===== src/rtl/ripple_count_meter_if.sv =====
// Control/data bundle between a ripple counter consumer and its controller.
// The master side drives start and the raw counter value; the slave side returns the measurement.
interface ripple_count_meter_if #(
  parameter int unsigned WIDTH = 16
);
  logic             start;
  logic [3:0]       q_in;
  logic             busy;
  logic [WIDTH-1:0] result;
  logic             result_valid;
  logic             overflow;

  modport master (
    output start,
    output q_in,
    input  busy,
    input  result,
    input  result_valid,
    input  overflow
  );

  modport slave (
    input  start,
    input  q_in,
    output busy,
    output result,
    output result_valid,
    output overflow
  );
endinterface


===== src/rtl/ripple_count_meter.sv =====
// Rate meter for an asynchronous 4-bit ripple counter: synchronizes and filters q_in,
// then sums the count advance over a fixed window of clk cycles with saturation.
module ripple_count_meter #(
  parameter int unsigned WIDTH       = 16,
  parameter int unsigned GATE_CYCLES = 1000,
  parameter int unsigned SYNC_STAGES = 2
) (
  input logic                 clk,
  input logic                 clear,
  ripple_count_meter_if.slave bus
);

  localparam int unsigned QW     = 4;
  localparam int unsigned SUM_W  = WIDTH + 1;
  localparam int unsigned GATE_W = $clog2(GATE_CYCLES);

  localparam logic [1:0] IDLE    = 2'd0;
  localparam logic [1:0] ARM     = 2'd1;
  localparam logic [1:0] MEASURE = 2'd2;
  localparam logic [1:0] REPORT  = 2'd3;

  logic [SYNC_STAGES-1:0][QW-1:0] sync_q;
  logic [QW-1:0]    s;
  logic [QW-1:0]    p_q;
  logic             stable;

  logic [1:0]       state_q,        state_d;
  logic [QW-1:0]    ref_q,          ref_d;
  logic [WIDTH-1:0] total_q,        total_d;
  logic             ovf_q,          ovf_d;
  logic [GATE_W-1:0] gate_q,        gate_d;
  logic [WIDTH-1:0] result_q,       result_d;
  logic             overflow_q,     overflow_d;
  logic             result_valid_q, result_valid_d;
  logic             busy_q,         busy_d;

  logic [QW-1:0]    delta;
  logic [SUM_W-1:0] sum;
  logic [WIDTH-1:0] acc_total;
  logic             acc_ovf;

  // Synchronizer chain plus one-cycle history used by the stability filter
  always_ff @(posedge clk) begin
    if (clear) begin
      sync_q <= '0;
      p_q    <= '0;
    end else begin
      sync_q <= {sync_q[SYNC_STAGES-2:0], bus.q_in};
      p_q    <= s;
    end
  end

  assign s      = sync_q[SYNC_STAGES-1];
  assign stable = (s == p_q);

  // 4-bit subtraction wraps naturally across 15 -> 0
  assign delta     = s - ref_q;
  assign sum       = SUM_W'(total_q) + SUM_W'(delta);
  assign acc_total = sum[WIDTH] ? {WIDTH{1'b1}} : sum[WIDTH-1:0];
  assign acc_ovf   = ovf_q | sum[WIDTH];

  // Next-state and next-output logic
  always_comb begin
    state_d        = state_q;
    ref_d          = ref_q;
    total_d        = total_q;
    ovf_d          = ovf_q;
    gate_d         = gate_q;
    result_d       = result_q;
    overflow_d     = overflow_q;
    result_valid_d = 1'b0;

    case (state_q)
      IDLE: begin
        if (bus.start) begin
          state_d = ARM;
          total_d = '0;
          ovf_d   = 1'b0;
        end
      end
      ARM: begin
        if (stable) begin
          ref_d   = s;
          gate_d  = GATE_W'(GATE_CYCLES - 1);
          state_d = MEASURE;
        end
      end
      MEASURE: begin
        if (stable) begin
          ref_d   = s;
          total_d = acc_total;
          ovf_d   = acc_ovf;
        end
        // Outputs are loaded on the way into REPORT so the pulse coincides with it
        if (gate_q == '0) begin
          state_d        = REPORT;
          result_d       = total_d;
          overflow_d     = ovf_d;
          result_valid_d = 1'b1;
        end else begin
          gate_d = gate_q - GATE_W'(1);
        end
      end
      REPORT: begin
        state_d = IDLE;
      end
      default: begin
        state_d = IDLE;
      end
    endcase

    busy_d = (state_d != IDLE);
  end

  // State and output registers
  always_ff @(posedge clk) begin
    if (clear) begin
      state_q        <= IDLE;
      ref_q          <= '0;
      total_q        <= '0;
      ovf_q          <= 1'b0;
      gate_q         <= '0;
      result_q       <= '0;
      overflow_q     <= 1'b0;
      result_valid_q <= 1'b0;
      busy_q         <= 1'b0;
    end else begin
      state_q        <= state_d;
      ref_q          <= ref_d;
      total_q        <= total_d;
      ovf_q          <= ovf_d;
      gate_q         <= gate_d;
      result_q       <= result_d;
      overflow_q     <= overflow_d;
      result_valid_q <= result_valid_d;
      busy_q         <= busy_d;
    end
  end

  assign bus.busy         = busy_q;
  assign bus.result       = result_q;
  assign bus.result_valid = result_valid_q;
  assign bus.overflow     = overflow_q;

endmodule


===== src/flat_wrapper.sv =====
// flat-port wrapper written by rule: the top's interface ports become plain ports
module ripple_count_meter_flat 
#(
  parameter int unsigned WIDTH       = 16,
  parameter int unsigned GATE_CYCLES = 1000,
  parameter int unsigned SYNC_STAGES = 2
)
  (clk, clear, bus_start, bus_q_in, bus_busy, bus_result, bus_result_valid, bus_overflow);
  ripple_count_meter_if #(.WIDTH(WIDTH)) bus_i ();
  input logic clk;
  input logic clear;
  input wire logic [$bits(bus_i.start)-1:0] bus_start;
  input wire logic [$bits(bus_i.q_in)-1:0] bus_q_in;
  output wire logic [$bits(bus_i.busy)-1:0] bus_busy;
  output wire logic [$bits(bus_i.result)-1:0] bus_result;
  output wire logic [$bits(bus_i.result_valid)-1:0] bus_result_valid;
  output wire logic [$bits(bus_i.overflow)-1:0] bus_overflow;
  assign bus_i.start = bus_start;
  assign bus_i.q_in = bus_q_in;
  assign bus_busy = bus_i.busy;
  assign bus_result = bus_i.result;
  assign bus_result_valid = bus_i.result_valid;
  assign bus_overflow = bus_i.overflow;
  ripple_count_meter #(.WIDTH(WIDTH), .GATE_CYCLES(GATE_CYCLES), .SYNC_STAGES(SYNC_STAGES)) u_core (.clk(clk), .clear(clear), .bus(bus_i));
endmodule

===== config.mk =====
export PLATFORM = sky130hd
export DESIGN_NAME = ripple_count_meter_flat
export DESIGN_NICKNAME = d
export VERILOG_FILES = /design/src/rtl/ripple_count_meter_if.sv /design/src/rtl/ripple_count_meter.sv /design/src/flat_wrapper.sv
export SDC_FILE = /design/constraint.sdc
export NUM_CORES = 1
export LEC_CHECK = 0
export CAP_MARGIN = 20
export CORE_MARGIN = 10
export CORE_UTILIZATION = 50
export CTS_BUF_LIST = sky130_fd_sc_hd__clkbuf_8
export CTS_CLUSTER_SIZE = 25
export DETAILED_ROUTE_END_ITERATION = 12
export PLACE_DENSITY = 0.68
export SYNTH_ARGS = -nofsm -noshare
export SYNTH_HDL_FRONTEND = slang
export SYNTH_SLANG_ARGS = --single-unit

===== constraint.sdc =====
create_clock -name clk -period 3.1 [get_ports clk]
set_clock_uncertainty 0.05 [all_clocks]
set_input_delay 0.62 -clock clk [delete_from_list [all_inputs] [get_ports clk]]
set_output_delay 0.62 -clock clk [all_outputs]
set_load 0.01 [all_outputs]

==> out/results.ini <==
[outcome]
status = finished clean

[clocking]
postCtsSetupBuffers = 0
clk_pin_slew_worst_paths_ps = 70
cts-root-buf = clkbuf_8
clockBufferDepth = 2
cts_buffers = 9
cts_num_sinks = 64
htreeDepth = 3
tritoncts = built
hold_buffers = 0
clk_latency_ps = 350

[synth]
synth-main-ff-cell = dfxtp_1
yosys_warnings = 0
ys_seq_area_share_pct = 39.6
synth_top_family_by_area = simple AND/OR/NAND/NOR gates
syn_area_sq_um = 3240
synth_nets = 391
synth_xor_xnor_area_share_pct = 4.87
ys_ff_latch = 64
syn_avg_cell_area_sq_um = 8.72
synthArstFlopShare_pct = 0
synth_cell_type_count = 65
synthMuxAreaShare_pct = 2.20
yosys.area_share.simple_pct = 22.3
synth-compound-area-share_pct = 19.9
syn_inst = 371
synth-adder-area-share_pct = 5.49
synth_edf_count = 0

[power]
ir_worst_vdd_v = 0.000478
p_per_area_nw_per_um2 = 703
power.leakage_nw = 1.35

[route]
ant_nets = 0
wl_per_cell_microns = 15.8
drtIter0Drc = 239
drc_errors = 0
dr_total_vias = 2789
routed_wl_microns = 7500
viasPerCell = 5.87
dr.pass1.iters = 5

[sta]
finalCritPeriodShare_pct = 93.7
rsz0062_at_grt = no
hold_viol = 0
drv_slew = 0
fin_crit_ps = 2900
slew_headroom_pct = 67.8
tns_ps = 0
worstMarginPinSlew_ps = 484
setup-violations-final = 0
fmax_mhz = 344

[place]
post_dp_cell_area_sq_um = 3530
numPortBuffers = 25
gp_congestion = 0.867
placed_cells_incl_taps = 459
hpwl_microns = 5070

[floorplanning]
die_width_microns = 100
core_area_sq_um = 6310
rows = 29
pin_count = 26
chipHeight_microns = 100
initial_core_util_pct = 51.3
dieArea_sq_um = 10100

[cells_and_area]
nets = 413
final_common_cell = dfxtp_1
finalNonFillerCells = 475
layout_common_cells = 64 x dfxtp_1, 30 x nor2_1, 28 x a21oi_1
drive_gt1_share_pct = 11.1
antenna_cells = 0
fillCellCount = 563
design_area_sq_um = 3760
final_util_pct = 59.6
area_delta_synth_final_pct = 16.3

[flow_run]
maxCapViolCount = 0

[global_route]
grt.total_usage_pct = 15.4
grt_max_degree = 40
grt_pass1_vias = 2645
grt_pass1_wl_microns = 12800
antenna_found_initial = 0
overflow = 0

[worst_setup_path]
startpoint_type = register
cp.arrival_ps = 3110
crit_fanout = 6
rrSetupSlack_ps = 200
cp.required_ps = 3300
worstSetupPathType = reg2reg
end_kind = register

[worst_hold_path]
hp-class = reg2reg

-- kinds of logic after synthesis --
logic type / Yosys count
buf+inv: 40
flops: 64
mux: 7
fa+ha+maj: 13
xor+xnor: 18
simple gates: 137
compound gates: 92
-- worst max-delay path, cell delays in order, from the launching register on --
cell and delay, ps:
dfxtp_1 430, ha_1 270, a21o_1 160, a21oi_1 170, xnor2_1 100, ha_1 430, nand2_1 80, o21ai_1 160
buf_4 170, nand4_1 180, or2_2 330, a311oi_1 270
-- path summary, 6_finish.rpt --
kind                          startpoint                           endpoint  cells after the start
min          u_core.sync_q[0]$_SDFF_PP0_             u_core.s[0]$_SDFF_PP0_                      1
min reg2reg  u_core.sync_q[0]$_SDFF_PP0_             u_core.s[0]$_SDFF_PP0_                      1
max reg2reg       u_core.s[1]$_SDFF_PP0_  u_core.bus.result[7]$_SDFFE_PP0P_                     11
max               u_core.s[1]$_SDFF_PP0_  u_core.bus.result[7]$_SDFFE_PP0P_                     11
-- repair_timing --
item,CTS,global route
endpoints found under the hold margin,0,0
gates resized for setup,0,9
endpoints found under the setup margin,0,27
-- registers in the layout, summed over array words and instances, names as in the netlist --
signal,cells
u_core.state_q,2
u_core.bus.result_valid,1
u_core.total_q,16
u_core.bus.overflow,1
u_core.sync_q,4
u_core.bus.result,16
u_core.ref_q,4
u_core.s,4
u_core.bus.busy,1
u_core.ovf_q,1
u_core.p_q,4
u_core.gate_q,10
-- metal layers --
metal,track usage [%],vias to the layer above,wire length [microns]
li1,-,1385,-
met1,20.4,1314,3560
met4,7.50,0,160
met3,3.36,13,445
met2,23.0,77,3330
met5,0,-,0
-- power breakdown --
| group | internal (mW) | total [mW] | switching (mW) |
|---|---|---|---|
| Sequential | 0.925 | 1.01 | 0.0820 |
| Clock | 0.354 | 0.683 | 0.329 |
| Combinational | 0.384 | 0.955 | 0.571 |
-- per-stage QoR --
step           power (mW)  setup WS (ps)  hold WS, ps
6_report             2.65            196          388
2_1_floorplan        1.71            355          364
3_5_place_dp         1.97            107          375
5_1_grt              2.84           30.2          405
3_3_place_gp         1.94            236          367
4_1_cts              2.66           93.5          392
-- layout make-up --
cell class	instances	area, sq um	share of cell area (%)
Sequential cell	64	1280	34.0
Timing Repair Buffer	34	313	8.31
Inverter	17	63.8	1.69
Clock buffer	12	165	4.39
Tap cell	77	96.3	2.56
Multi-Input combinational cell	267	1820	48.3
Clock inverter	4	27.5	0.731
-- Yosys cell counts, types with 3 or more instances --
cell type,number,area (sq um)
xnor2_1,9,78.8
nand4_1,10,62.6
mux2i_1,6,60.1
ha_1,11,138
dfxtp_1,64,1280
o21ai_0,9,45.0
buf_2,6,30.0
nand2b_1,4,25.0
and4_1,3,26.3
and3_1,9,56.3
a311oi_1,8,70.1
inv_1,16,60.1
nor2_1,31,116
nand3_1,14,70.1
nand2_1,26,97.6
o211ai_1,3,22.5
a21oi_1,28,140
a31oi_1,5,31.3
nor2b_1,14,87.6
a211oi_1,11,82.6
clkbuf_1,13,48.8
xor2_1,9,78.8
nor3_1,9,45.0
(Power assumes the default switching activity.)
